File: src/rtl/pattern_generator_if.sv
// Bit-stream source bundle: request/config inputs and serial outputs of pattern_generator.
`timescale 1ns/1ps
interface pattern_generator_if #(
    parameter int WIDTH = 8
);
    logic             i_start;
    logic             i_use_default;
    logic [WIDTH-1:0] i_pattern_in;
    logic [3:0]       i_repeat_cnt;
    logic             i_abort;
    logic             o_dataout;
    logic             o_dout_valid;
    logic             o_busy;
    logic             o_done;
    logic [4:0]       o_state;

    modport master (
        output i_start, i_use_default, i_pattern_in, i_repeat_cnt, i_abort,
        input  o_dataout, o_dout_valid, o_busy, o_done, o_state
    );

    modport slave (
        input  i_start, i_use_default, i_pattern_in, i_repeat_cnt, i_abort,
        output o_dataout, o_dout_valid, o_busy, o_done, o_state
    );
endinterface

File: src/rtl/pattern_generator.sv
// Serial MSB-first word transmitter with repeat count and inter-word gaps.
// Define PATGEN_PARITY_EN to append an even-parity bit after every word.
`timescale 1ns/1ps
module pattern_generator #(
    parameter int               WIDTH    = 8,
    parameter logic [WIDTH-1:0] PATTERN  = 8'b11101100,
    parameter int               GAP_BITS = 2
) (
    input logic               clk,
    input logic               rstn,
    pattern_generator_if.slave bus
);
    localparam int BW = $clog2(WIDTH);
    localparam int GW = (GAP_BITS > 1) ? $clog2(GAP_BITS) : 1;
    localparam logic [BW-1:0] BIT_LAST = BW'(WIDTH - 1);
    localparam logic [GW-1:0] GAP_LAST = GW'((GAP_BITS > 0) ? GAP_BITS - 1 : 0);

    typedef enum logic [4:0] {
        IDLE  = 5'd1,
        SHIFT = 5'd2,
        GAP   = 5'd4,
        PAR   = 5'd8,
        DONE  = 5'd16
    } state_t;

    state_t           r_state;
    logic [WIDTH-1:0] r_word;
    logic [WIDTH-1:0] r_shift;
    logic [BW-1:0]    r_bit_cnt;
    logic [3:0]       r_words_left;
    logic [GW-1:0]    r_gap_cnt;
    logic             r_dataout;
    logic             r_valid;
    logic             r_busy;
    logic             r_done;

    logic [WIDTH-1:0] w_word;
    logic             w_last_bit;
    logic             w_more;
    state_t           w_eow_state;
    logic             w_eow_data;
    logic             w_eow_valid;
    logic             w_eow_busy;
    logic             w_eow_done;

    // words_left is decremented on the last data bit, so PAR sees the already-decremented count
    always_comb begin
        w_word     = bus.i_use_default ? PATTERN : bus.i_pattern_in;
        w_last_bit = (r_bit_cnt == BIT_LAST);
        w_more     = (r_state == PAR) ? (r_words_left != 4'd0) : (r_words_left != 4'd1);

        w_eow_state = DONE;
        w_eow_data  = 1'b0;
        w_eow_valid = 1'b0;
        w_eow_busy  = 1'b0;
        w_eow_done  = 1'b1;
        if (w_more) begin
            w_eow_done = 1'b0;
            w_eow_busy = 1'b1;
            if (GAP_BITS > 0) begin
                w_eow_state = GAP;
            end else begin
                w_eow_state = SHIFT;
                w_eow_data  = r_word[WIDTH-1];
                w_eow_valid = 1'b1;
            end
        end
    end

    always_ff @(posedge clk) begin
        if (!rstn) begin
            r_state      <= IDLE;
            r_word       <= '0;
            r_shift      <= '0;
            r_bit_cnt    <= '0;
            r_words_left <= '0;
            r_gap_cnt    <= '0;
            r_dataout    <= 1'b0;
            r_valid      <= 1'b0;
            r_busy       <= 1'b0;
            r_done       <= 1'b0;
        end else if (r_state != IDLE && bus.i_abort) begin
            r_state   <= IDLE;
            r_dataout <= 1'b0;
            r_valid   <= 1'b0;
            r_busy    <= 1'b0;
            r_done    <= 1'b0;
        end else begin
            r_done <= 1'b0;
            case (r_state)
                IDLE: begin
                    if (bus.i_start && !bus.i_abort) begin
                        r_word       <= w_word;
                        r_shift      <= {w_word[WIDTH-2:0], 1'b0};
                        r_words_left <= (bus.i_repeat_cnt == 4'd0) ? 4'd1 : bus.i_repeat_cnt;
                        r_bit_cnt    <= '0;
                        r_dataout    <= w_word[WIDTH-1];
                        r_valid      <= 1'b1;
                        r_busy       <= 1'b1;
                        r_state      <= SHIFT;
                    end else begin
                        r_dataout <= 1'b0;
                        r_valid   <= 1'b0;
                        r_busy    <= 1'b0;
                    end
                end
                SHIFT: begin
                    if (!w_last_bit) begin
                        r_dataout <= r_shift[WIDTH-1];
                        r_shift   <= {r_shift[WIDTH-2:0], 1'b0};
                        r_bit_cnt <= r_bit_cnt + 1'b1;
                    end else begin
                        r_words_left <= r_words_left - 4'd1;
`ifdef PATGEN_PARITY_EN
                        r_state   <= PAR;
                        r_dataout <= ^r_word;
                        r_valid   <= 1'b1;
                        r_busy    <= 1'b1;
`else
                        r_state   <= w_eow_state;
                        r_dataout <= w_eow_data;
                        r_valid   <= w_eow_valid;
                        r_busy    <= w_eow_busy;
                        r_done    <= w_eow_done;
                        r_shift   <= {r_word[WIDTH-2:0], 1'b0};
                        r_bit_cnt <= '0;
                        r_gap_cnt <= '0;
`endif
                    end
                end
`ifdef PATGEN_PARITY_EN
                PAR: begin
                    r_state   <= w_eow_state;
                    r_dataout <= w_eow_data;
                    r_valid   <= w_eow_valid;
                    r_busy    <= w_eow_busy;
                    r_done    <= w_eow_done;
                    r_shift   <= {r_word[WIDTH-2:0], 1'b0};
                    r_bit_cnt <= '0;
                    r_gap_cnt <= '0;
                end
`endif
                GAP: begin
                    if (r_gap_cnt == GAP_LAST) begin
                        r_state   <= SHIFT;
                        r_dataout <= r_word[WIDTH-1];
                        r_valid   <= 1'b1;
                        r_shift   <= {r_word[WIDTH-2:0], 1'b0};
                        r_bit_cnt <= '0;
                    end else begin
                        r_gap_cnt <= r_gap_cnt + 1'b1;
                    end
                end
                DONE: begin
                    r_state   <= IDLE;
                    r_dataout <= 1'b0;
                    r_valid   <= 1'b0;
                    r_busy    <= 1'b0;
                end
                default: begin
                    r_state   <= IDLE;
                    r_dataout <= 1'b0;
                    r_valid   <= 1'b0;
                    r_busy    <= 1'b0;
                end
            endcase
        end
    end

    assign bus.o_dataout    = r_dataout;
    assign bus.o_dout_valid = r_valid;
    assign bus.o_busy       = r_busy;
    assign bus.o_done       = r_done;
    assign bus.o_state      = r_state;
endmodule

File: src/flat_wrapper.sv
// flat-port wrapper written by rule: the top's interface ports become plain ports
module pattern_generator_flat 
#(
    parameter int               WIDTH    = 8,
    parameter logic [WIDTH-1:0] PATTERN  = 8'b11101100,
    parameter int               GAP_BITS = 2
)
  (clk, rstn, bus_i_start, bus_i_use_default, bus_i_pattern_in, bus_i_repeat_cnt, bus_i_abort, bus_o_dataout, bus_o_dout_valid, bus_o_busy, bus_o_done, bus_o_state);
  pattern_generator_if #(.WIDTH(WIDTH)) bus_i ();
  input logic clk;
  input logic rstn;
  input wire logic [$bits(bus_i.i_start)-1:0] bus_i_start;
  input wire logic [$bits(bus_i.i_use_default)-1:0] bus_i_use_default;
  input wire logic [$bits(bus_i.i_pattern_in)-1:0] bus_i_pattern_in;
  input wire logic [$bits(bus_i.i_repeat_cnt)-1:0] bus_i_repeat_cnt;
  input wire logic [$bits(bus_i.i_abort)-1:0] bus_i_abort;
  output wire logic [$bits(bus_i.o_dataout)-1:0] bus_o_dataout;
  output wire logic [$bits(bus_i.o_dout_valid)-1:0] bus_o_dout_valid;
  output wire logic [$bits(bus_i.o_busy)-1:0] bus_o_busy;
  output wire logic [$bits(bus_i.o_done)-1:0] bus_o_done;
  output wire logic [$bits(bus_i.o_state)-1:0] bus_o_state;
  assign bus_i.i_start = bus_i_start;
  assign bus_i.i_use_default = bus_i_use_default;
  assign bus_i.i_pattern_in = bus_i_pattern_in;
  assign bus_i.i_repeat_cnt = bus_i_repeat_cnt;
  assign bus_i.i_abort = bus_i_abort;
  assign bus_o_dataout = bus_i.o_dataout;
  assign bus_o_dout_valid = bus_i.o_dout_valid;
  assign bus_o_busy = bus_i.o_busy;
  assign bus_o_done = bus_i.o_done;
  assign bus_o_state = bus_i.o_state;
  pattern_generator #(.WIDTH(WIDTH), .PATTERN(PATTERN), .GAP_BITS(GAP_BITS)) u_core (.clk(clk), .rstn(rstn), .bus(bus_i));
endmodule
File: config.mk
export PLATFORM = sky130hd
export DESIGN_NAME = pattern_generator_flat
export DESIGN_NICKNAME = d
export VERILOG_FILES = /design/src/rtl/pattern_generator_if.sv /design/src/rtl/pattern_generator.sv /design/src/flat_wrapper.sv
export SDC_FILE = /design/constraint.sdc
export NUM_CORES = 1
export LEC_CHECK = 0
export CAP_MARGIN = 20
export CORE_MARGIN = 4
export CORE_UTILIZATION = 35
export DETAILED_ROUTE_END_ITERATION = 8
export PLACE_DENSITY_LB_ADDON = 0.08
export SYNTH_ARGS = -nofsm -noshare
export SYNTH_HDL_FRONTEND = slang
export SYNTH_SLANG_ARGS = --single-unit
File: constraint.sdc
create_clock -name clk -period 2.2 [get_ports clk]
set_input_delay 0.33 -clock clk [delete_from_list [all_inputs] [get_ports clk]]
set_output_delay 0.33 -clock clk [all_outputs]
set_load 0.01 [all_outputs]
Word-level counts from Yosys, hierarchy flattened

Cells that the tools add are included.

Divide/modulo/power cells: 0
Shift-type cells: 0
Bitwise operators: 5
Multipliers: 0
Mux-type cells: 33
Add/subtract/negate cells: 3
Eq/ne operators: 10
Magnitude comparators: 0
Reduce and logical (&&, ||, !) cells: 17

Operators by type and width:

| kind               | number |
|---|---|
| $mux 8             | 4 |
| $pmux 8 s3         | 1 |
| $mux 5             | 4 |
| $pmux 5 s3         | 1 |
| $mux 4             | 3 |
| $mux 1             | 11 |
| $mux 3             | 3 |
| $pmux 1 s3         | 3 |
| $pmux 3 s3         | 1 |
| $reduce_and 3->1   | 3 |
| $pmux 4 s2         | 1 |
| $reduce_and 4->1   | 2 |
| $ne 2x1->1 const B | 3 |
| $eq 5x1->1 const B | 1 |
| $eq 5x2->1 const B | 1 |
| $eq 5x3->1 const B | 1 |
| $eq 5x4->1 const B | 1 |
| $ne 5x1->1 const B | 1 |
| $not 1->1          | 5 |
| $logic_not 4->1    | 1 |
| $ne 4x1->1 const B | 1 |
| $reduce_and 2->1   | 2 |
| $reduce_bool 2->1  | 2 |
| $reduce_bool 4->1  | 1 |
| 10 further kinds   | 11 |

Bits in registers: 33
RAM bits: 0
Memories kept: 0
Output and inout bits: 9
Bits in read-only memories: 0
Input bits: 17
Latch bits: 0

Longest topological paths before layout

Depth in word-level cells: 5
Mapped depth: 7
Mapped depth without buffers: 6

Worst setup path before layout

No wires, ideal clock.

Kind: reg-to-reg
Start: register u_core.r_bit_cnt[0]
End: register u_core.r_shift[7]
Setup slack: 0.325 ns
Period minus slack after synthesis: 1.875 ns
Arrival time: 1.789 ns
Setup time: 0.086 ns
Stages on the path, launching flop included: 7
Cell sequence: dfxtp_1 > ha_1 > ha_1 > or3b_2 > nor2_1 > a222oi_1 > a211oi_1

Longest elaborated chain between the ends: 3

RTL lines:

| item                   | line                     | source |
|---|---|---|
| start, declared        | pattern_generator.sv:29  | `logic [BW-1:0] r_bit_cnt;` |
| start signal, assigned | pattern_generator.sv:111 | `r_bit_cnt <= r_bit_cnt + 1'b1;` |
| $eq 3x3->1             | pattern_generator.sv:49  | `w_last_bit = (r_bit_cnt == BIT_LAST);` |
| $mux 8                 | pattern_generator.sv:108 | `if (!w_last_bit) begin` |
| $pmux 8 s3             | pattern_generator.sv:90  | `case (r_state)` |
| end signal, assigned   | pattern_generator.sv:94  | `r_shift <= {w_word[WIDTH-2:0], 1'b0};` |
| end signal, assigned   | pattern_generator.sv:110 | `r_shift <= {r_shift[WIDTH-2:0], 1'b0};` |
| end signal, assigned   | pattern_generator.sv:125 | `r_shift <= {r_word[WIDTH-2:0], 1'b0};` |
| end, declared          | pattern_generator.sv:28  | `logic [WIDTH-1:0] r_shift;` |

No other way between the ends.
A chain may end at the register's enable or synchronous reset.

Worst setup path after layout

Start: register u_core.r_state[4] (netlist: u_core.bus.o_state[4])
End: register u_core.r_words_left[3]

Longest elaborated chain between the ends: 4
Elaborated cells on any way between the ends: 10
Classes of those cells: eq/ne: 5; mux: 1; bitwise: 1; reduce/logical: 3

RTL lines:

| item                                                               | line                     | source |
|---|---|---|
| start, declared                                                    | pattern_generator.sv:26  | `state_t r_state;` |
| start signal, assigned                                             | pattern_generator.sv:120 | `r_state <= w_eow_state;` |
| parallel branches: the longest is 4 deep, another holds $eq 5x1->1 | -                        |  |
| end signal, assigned                                               | pattern_generator.sv:95  | `r_words_left <= (bus.i_repeat_cnt == 4'd0) ? 4'd1 : bus.i_repeat_cnt;` |
| end signal, assigned                                               | pattern_generator.sv:113 | `r_words_left <= r_words_left - 4'd1;` |
| end, declared                                                      | pattern_generator.sv:30  | `logic [3:0] r_words_left;` |

Several ways; the timed one is not identified.

==> impl_metrics.toml <==
[sta]
worstMarginPinSlew_ns = 0.524
clock.fmax_mhz = 505
period_minus_slack_ns = 1.98
finClkSkew_ns = 0.00684
relSlewSlack_pct = 65.0
rsz0062_at_grt = "false"
hold_viol = 0
final_max_slew_viol_count = 0
setup_violations = 0
fin_ws_ns = 0.221
min_period_over_period_pct = 90.0
tns_ns = 0

[die]
dieWidth_um = 75.9
rows = 24
die_area_sq_mm = 0.00577
die_y_um = 75.9
pin_count = 26
design.core.area_sq_mm = 0.00441
start_util_pct = 36.6

[setup_path]
r2r-start = "u_core.bus.o_state[4]"
crit_type = "flip-flop to flip-flop"
cp-end-kind = "flip-flop"
startpoint_type = "flip-flop"
path_cells = "or3_4, or3_1, and2_1, o32ai_1"
cp.arrival_ns = 2.15
path_max_fanout = 9
cp_slowest_stage_delay_ns = 0.48
crit_path_top_delay_cell = "or3_1"
worstSetupStartpoint = "u_core.bus.o_state[4]"
crit_required_ns = 2.37

[clock_tree]
htreeDepth = 2
cts-root-buf = "clkbuf_8"
cts_tree = "built"
cts-buffers-inserted = 5
clkTransAtPathRegs_ns = 0.07
clock_path_buffers = 2
clock_latency_ns = 0.28
holdBufCountCts = 0
clock-sinks = 31

[drt]
firstDrtPassIters = 4
vias_per_cell = 5.49
num_vias = 1511
wire_per_inst_um = 15.4
ant_nets = 0
drtIter0Drc = 139
routed_wl_um = 4230
drc = 0

[grt]
antenna_found_initial = 0
grt_start_max_net_pins = 16
grt_pass1_wl_um = 7080
grt_pass1_vias = 1410
grt_use_total_pct = 14.9
overflow = 0

[layout]
multi_input_area_sq_um = 905
nNetsFinal = 244
fill_cells = 452
num_antenna_cells = 0
syn_to_final_growth_pct = 24.6
drive_gt1_share_pct = 13.5
final-instance-count-excl-fill = 275
utilization_pct = 45.6
seqCellArea_sq_um = 621

[synthesis]
avgSynthCellArea_sq_um = 8.33
ys_async_sr_fraction_pct = 0
syn_inst = 194
yosys.area.top_type_share_pct = 38.4
synth_area_leader_cell = "dfxtp_1"
ys_ff_latch = 31
synth_edf_count = 0
synth_warnings = 0
synthFlopType = "dfxtp_1"
ys_top_cells_by_area = "dfxtp_1, a21oi_1, nor2_1, a211oi_1, ha_1"
synth.distinct_cells = 44
synth_area_sq_mm = 0.00162
ys_seq_area_share_pct = 38.4
syn-num-nets = 216

[place]
gp_congestion = 0.868
place.port_buffers = 24
dp.cells = 267
dpl.hpwl_um = 3170
place_ws_ns = 0.125

[pwr]
power_leakage_uw = 0.000724
power_density_mw_per_mm2 = 604
vdd_ir_drop_max_mv = 0.297

[outcome]
status = "finished, final reports clean"

[job]
maxCapViolCount = 0

[hold_path]
hp-start = "u_core.r_word[4]"
hp-class = "flip-flop to flip-flop"
logic make-up after synthesis:
logic type	share of synthesized area [%]
xor+xnor	0.542
buf+inv	5.73
simple gates	26.1
mux	1.24
compound gates	23.9
other cells	0.232
fa+ha+maj	3.87
flops	38.4
worst paths after layout:
check	endpoint	slack, ns	depth (start not counted)
setup / recovery	u_core.r_words_left[3]	0.22	4
hold / removal	u_core.r_word[4]	0.46	2
setup reg to reg	u_core.r_words_left[3]	0.22	4
hold reg to reg	u_core.r_word[4]	0.46	2
Yosys cell counts, types with 5 or more instances:
| master | count |
|---|---|
| or2_2 | 5 |
| buf_2 | 5 |
| a222oi_1 | 6 |
| nor2b_1 | 5 |
| clkbuf_1 | 5 |
| inv_1 | 8 |
| dfxtp_1 | 31 |
| o21ai_0 | 5 |
| nor3_1 | 8 |
| nor2_1 | 21 |
| nand2_1 | 16 |
| a21oi_1 | 24 |
| ha_1 | 5 |
| a211oi_1 | 10 |
cell usage in the layout, fill, tap and decap left out, types with 3 or more instances in the layout:
master / Yosys / routed
dfxtp_1: 31 / 31
a21oi_1: 24 / 24
clkdlybuf4s50_1: 0 / 24
nor2_1: 21 / 20
nand2_1: 16 / 16
a211oi_1: 10 / 10
buf_4: 1 / 9
inv_1: 8 / 8
nor3_1: 8 / 8
a222oi_1: 6 / 6
nor2b_1: 5 / 5
or2_2: 5 / 5
o21ai_0: 5 / 5
ha_1: 5 / 5
clkbuf_8: 0 / 5
nand2b_1: 3 / 3
a22oi_1: 3 / 3
power by group:
part           internal [uW]  leakage (uW)  switching [uW]
logic                   84.4      0.000429            83.8
clock network            221     0.0000412             219
registers                587      0.000253            20.4
timing repair:
action | CTS | global route
resized for setup | 0 | 1
setup endpoints to repair | 0 | 1
setup buffers | 0 | 0
registers in the layout, summed over array words and instances, names as in the netlist:
register	flops
u_core.r_word	8
u_core.r_shift	7
u_core.bus.o_state	4
u_core.r_words_left	4
u_core.r_bit_cnt	3
u_core.bus.o_busy	1
u_core.bus.o_dataout	1
u_core.bus.o_done	1
u_core.bus.o_dout_valid	1
u_core.r_gap_cnt	1
area by class of cell:
class / instances / share of cell area, %
tap: 52 / 3.23
clock buffer: 6 / 3.60
timing repair buffer: 33 / 15.3
inverter: 8 / 1.49
clock inverter: 2 / 0.622
sequential: 31 / 30.8
multi-input combinational: 143 / 44.9
metrics by stage:
step	hold slack [ns]	total power, uW	instance area [sq um]
2_1_floorplan	0.436	716	1620
3_3_place_gp	0.448	784	1930
3_5_place_dp	0.454	787	1930
4_1_cts	0.463	1230	2010
5_1_grt	0.490	1270	2010
6_report	0.460	1220	2010
per-layer routing:
| layer | share of wire (%) | wire, um | vias to the layer above | global-route usage [%] |
|---|---|---|---|---|
| li1 | - | - | 759 | - |
| met1 | 50 | 2110 | 713 | 21.1 |
| met2 | 45 | 1890 | 37 | 21.5 |
| met3 | 4.8 | 205 | 2 | 3.79 |
| met4 | 0.69 | 29 | 0 | 5.52 |
| met5 | 0 | 0 | - | 0 |
worst max-delay path: cells and delay by family, from the launching register on:
kind            cells  cell delay, ns
compound gates      1            0.31
simple gates        3            1.14
flops               1            0.42
(Power assumes the default switching activity.)
==> RTL edit 1, RTL diff (same flow settings) <==
Reset style: asynchronous (`rstn`), changed in one clocked block.
--- a/src/rtl/pattern_generator.sv
+++ b/src/rtl/pattern_generator.sv
@@ -68,5 +68,5 @@
     end
 
-    always_ff @(posedge clk) begin
+    always_ff @(posedge clk or negedge rstn) begin
         if (!rstn) begin
             r_state      <= IDLE;
Check against the original RTL: differs if rstn is asserted again (counterexample within 4 cycles, from zero or initial values and one cycle with rstn low); with rstn held inactive, the same outputs for 10 cycles.
==> RTL edit 1 against the unedited design <==
- via count is 0.66% lower
- wire length is 11% higher
- critical endpoint is now u_core.r_shift[6]$_DFFE_PN0P_
- largest cell class unchanged
- setup slack worse by 0.018 ns
- first-iteration DRC count is 60% lower
- area after synthesis is 15% higher
- largest power group unchanged
- clock power is 2% lower
- design area is 15% higher
- final cell count is 4.7% higher
- clock skew is 0.0035 ns higher
- power is 20% higher
- worst hold slack worse by 0.015 ns
- sequential cell count stayed put
==> RTL edit 1: results (changes against the unedited design) <==
stage	metric	value	unit	change
outcome	status	finished clean		unchanged
synthesis	synth.most_common_cell	dfrtp_1		was dfxtp_1
clock_tree	cts_buffers	5		unchanged
placement	dp_cells	280		was 267
grt	grt_pass1_wl	7770	um	was 7080 um
synthesis	syn_avg_cell_area	10.2	um2	was 8.33 um2
synthesis	ys_seq_area_frac	0.420		was 0.384
routing	via_per_inst	5.21		was 5.49
clock_tree	clkLatencyLatePin	0.28	ns	about the same
routing	wire_per_inst	16.3	um	was 15.4 um
grt	grtUsageMet3	0.0381		was 0.0379
routing	drtIter0Drc	55		was 139
power	vdd_drop_max	0.000358	V	was 0.000297 V
setup_path	crit_path_max_fanout	12		was 9
synthesis	synth_nets	202		was 216
grt	grt_max_degree	32		was 16
setup_path	timing.reg2reg.setup_slack	0.20	ns	was 0.22 ns
grt	grt_pass1_vias	1503		was 1410
cells_and_area	fin_cells	288		was 275
placement	placedInstanceArea	2240	um2	was 1930 um2
power	power_leakage	0.923	nW	was 0.724 nW
setup_path	crit_path_max_incr_delay	0.81	ns	was 0.48 ns
worst_hold_path	hold_path.class	in -> async		was reg -> reg
setup_path	arrival	2.22	ns	was 2.15 ns
synthesis	yosysUniqueCellTypes	55		was 44
cells_and_area	layout-drive-gt1-share	0.170		was 0.135
sta	relSlewSlack	0.611		was 0.650
grt	grt_util_met2	0.265		was 0.215
synthesis	synth_common_cells	dfrtp_1, nor2_1, nand2_1		was dfxtp_1, a21oi_1, nor2_1
synthesis	synth-async-reset-ratio	1.00		was 0
cells_and_area	layout.nets	238		was 244
setup_path	slowest_stage	or4b_1		was or3_1
setup_path	r2r_end	u_core.r_shift[6]$_DFFE_PN0P_		was u_core.r_words_left[3]$_SDFFE_PN0P_
synthesis	synth_area_leaders	dfrtp_1, mux2_1, mux2i_1		was dfxtp_1, a21oi_1, nor2_1
grt	grt_use_total	0.159		was 0.149
placement	post-place-ws	0.0965	ns	was 0.125 ns
RTL edit 1: logic make-up (layout without fill, tap and decap cells):
group           after synthesis  after routing  share of synthesized area
compound gates               40             40                      0.156
xor+xnor                      1              1                    0.00473
flops                        31             31                      0.420
mux                          20             20                      0.117
fa+ha+maj                     4              4                     0.0270
other cells                   1              1                    0.00203
simple gates                 68             68                      0.229
buf+inv                      16             53                     0.0453
RTL edit 1: worst max-delay path by stage:
stage                                                    end  slack [ns]  cells past startpoint
final                          u_core.r_shift[6]$_DFFE_PN0P_        0.20                      4
after global routing      u_core.r_words_left[1]$_DFFE_PN0P_        0.08                      4
after CTS                      u_core.r_shift[6]$_DFFE_PN0P_        0.21                      4
after detailed placement  u_core.r_words_left[1]$_DFFE_PN0P_         0.1                      4
after global placement    u_core.r_words_left[1]$_DFFE_PN0P_        0.14                      4
after floorplan           u_core.r_words_left[0]$_DFFE_PN0P_        0.31                      6
RTL edit 1: cell type report:
type                       count  area [um2]
multi-input combinational    134         990
clock buffer                   7        76.3
sequential                    31         777
timing repair buffer          41         368
clock inverter                 1        5.00
tap                           70        87.6
fill                         512        2790
inverter                       4        15.0
RTL edit 1: routing by layer:
layer	up-vias	part of all wire
li1	735	-
met1	735	0.47
met2	25	0.48
met3	6	0.034
met4	0	0.013
met5	-	0
RTL edit 1: power by group through the flow:
stage                     logic (mW)  clock network [mW]  registers, mW
after detailed placement       0.313                   0          0.732
after CTS                      0.313               0.444          0.722
after floorplan                0.196                   0          0.715
after global routing           0.343               0.468          0.733
final                          0.310               0.430          0.722
after global placement         0.304                   0          0.729
==> RTL edit 2, RTL diff (config.mk and constraints unchanged) <==
Made on the original files. `WIDTH` is set to 8 in 3 places; all go to 16.
--- a/src/rtl/pattern_generator_if.sv
+++ b/src/rtl/pattern_generator_if.sv
@@ -2,5 +2,5 @@
 `timescale 1ns/1ps
 interface pattern_generator_if #(
-    parameter int WIDTH = 8
+    parameter int WIDTH = 16
 );
     logic             i_start;
--- a/src/rtl/pattern_generator.sv
+++ b/src/rtl/pattern_generator.sv
@@ -3,5 +3,5 @@
 `timescale 1ns/1ps
 module pattern_generator #(
-    parameter int               WIDTH    = 8,
+    parameter int               WIDTH    = 16,
     parameter logic [WIDTH-1:0] PATTERN  = 8'b11101100,
     parameter int               GAP_BITS = 2
--- a/src/flat_wrapper.sv
+++ b/src/flat_wrapper.sv
@@ -2,5 +2,5 @@
 module pattern_generator_flat 
 #(
-    parameter int               WIDTH    = 8,
+    parameter int               WIDTH    = 16,
     parameter logic [WIDTH-1:0] PATTERN  = 8'b11101100,
     parameter int               GAP_BITS = 2
Ports: changed (resized bus_i_pattern_in); port bits go from 26 to 34. No check against the original RTL was run, so the function may have changed too.
==> RTL edit 2 against the unedited design <==
- setup slack lost 0.039 ns
- largest power group unchanged
- highest routed layer unchanged
- wire length grew 48%
- design area increased by 45%
- area after synthesis rose by 49%
- power rose by 42%
- sequential cell count grew 17
- via count grew 46%
- synthesized cell count up 43%
- die area grew 44%
==> RTL edit 2: results (changes against the unedited design) <==
stage	metric	value	unit	change
outcome	status	finished clean		unchanged
power	power_leakage	0.969	nW	was 0.724 nW
sta	tightest_slew	0.860	ns	was 0.524 ns
grt	grt_max_degree	35		was 16
synthesis	synth_common_cells	dfxtp_1, nand2_1, a21oi_1		was dfxtp_1, a21oi_1, nor2_1
routing	totalWireLength	6250	um	was 4230 um
routing	firstDrtPassIters	7		was 4
clock_tree	clkLatencyLatePin	0.30	ns	was 0.28 ns
setup_path	worst_r2r_path_depth	5		was 4
cells_and_area	layout-drive-gt1-share	0.133		was 0.135
placement	post-place-ws	0.190	ns	was 0.125 ns
placement	globalplace.congestion	0.778		was 0.868
clock_tree	clkSlewWorstSetupHoldPaths	0.09	ns	was 0.07 ns
clock_tree	h-tree-depth	2		unchanged
cells_and_area	largest_registers	u_core.r_word x16, u_core.r_shift x15		was u_core.r_word x8, u_core.r_shift x7
synthesis	ys_seq_area_frac	0.398		was 0.384
synthesis	synth_area_leaders	dfxtp_1, a222oi_1, a21oi_1		was dfxtp_1, a21oi_1, nor2_1
sta	fin_skew	0.00718	ns	was 0.00684 ns
placement	placement.io_buffers	32		was 24
grt	grt_util_met2	0.234		was 0.215
setup_path	r2r_end	u_core.r_shift[2]$_SDFFE_PN0P_		was u_core.r_words_left[3]$_SDFFE_PN0P_
synthesis	yosysUniqueCellTypes	53		was 44
grt	grt_pass1_vias	2100		was 1410
routing	m1WireLength	3190	um	was 2110 um
setup_path	crit_path_max_fanout	15		was 9
routing	wl_met3	263	um	was 205 um
grt	grt_use_total	0.156		was 0.149
routing	via_per_inst	5.70		was 5.49
synthesis	synth_nets	305		was 216
worst_hold_path	hold_path_end	u_core.r_word[15]$_SDFFE_PN0P_		was u_core.r_word[4]$_SDFFE_PN0P_
grt	globalRouteMet1Util	0.229		was 0.211
setup_path	timing.reg2reg.setup_slack	0.18	ns	was 0.22 ns
synthesis	ys_warn_count	0		unchanged
routing	drtIter0Drc	214		was 139
worst_hold_path	min_from	u_core.r_word[15]$_SDFFE_PN0P_		was u_core.r_word[4]$_SDFFE_PN0P_
grt	grt_pass1_wl	10700	um	was 7080 um
power	vdd_drop_max	0.000330	V	was 0.000297 V
placement	dp_hpwl	4190	um	was 3170 um
sta	timing.final.crit_period	2.02	ns	was 1.98 ns
setup_path	crit_path_max_incr_delay	0.64	ns	was 0.48 ns
[RTL edit 2: cell types whose count changed after synthesis, sizes merged, moves of 3 or more]
cell | before | now
a31oi | 1 | 18
a222oi | 6 | 14
clkbuf | 5 | 8
a211o | 0 | 3
nor2b | 5 | 9
dfxtp | 31 | 48
nand2 | 16 | 29
buf | 7 | 15
a211oi | 10 | 15
nand3 | 2 | 5
[RTL edit 2: layout make-up]
type                       instances  area [um2]
tap                               80         100
multi-input combinational        197        1280
inverter                           9        33.8
timing repair buffer              46         463
sequential                        48         961
fill                             709        3830
clock inverter                     2        10.0
clock buffer                       6        82.6
[RTL edit 2: logic make-up after synthesis]
group                    after synthesis  share of synthesized area
flip-flops                            48                      0.398
AND/OR/NAND/NOR                       96                      0.214
buffers and inverters                 32                     0.0746
adder cells (fa/ha/maj)                3                     0.0156
other                                  1                    0.00155
AO/OA/AOI/OAI                         97                      0.296
[RTL edit 2: worst register-to-register path, stage by stage, from the launching register on]
cell and delay [ns]:
dfxtp_1 0.54, or4b_4 0.64, o21ai_4 0.21, buf_12 0.16, a222oi_1 0.08, a211oi_1 0.30
[RTL edit 2: stage by stage]
stage	power [mW]	cell area [um2]	util	cells	hold slack, ns
floorplan	1.10	2410	-	277	0.433
global placement	1.21	2840	0.420	380	0.440
detailed placement	1.20	2840	0.420	380	0.443
CTS	1.76	2930	0.434	388	0.456
global route	1.82	2930	0.434	388	0.476
finish	1.73	2930	0.434	388	0.456
[RTL edit 2: where the power goes]
group | switching, mW | leakage [nW] | internal [mW]
registers | 0.0230 | 0.390 | 0.904
logic | 0.133 | 0.527 | 0.125
clock network | 0.296 | 0.0510 | 0.251
total | 0.452 | 0.969 | 1.28
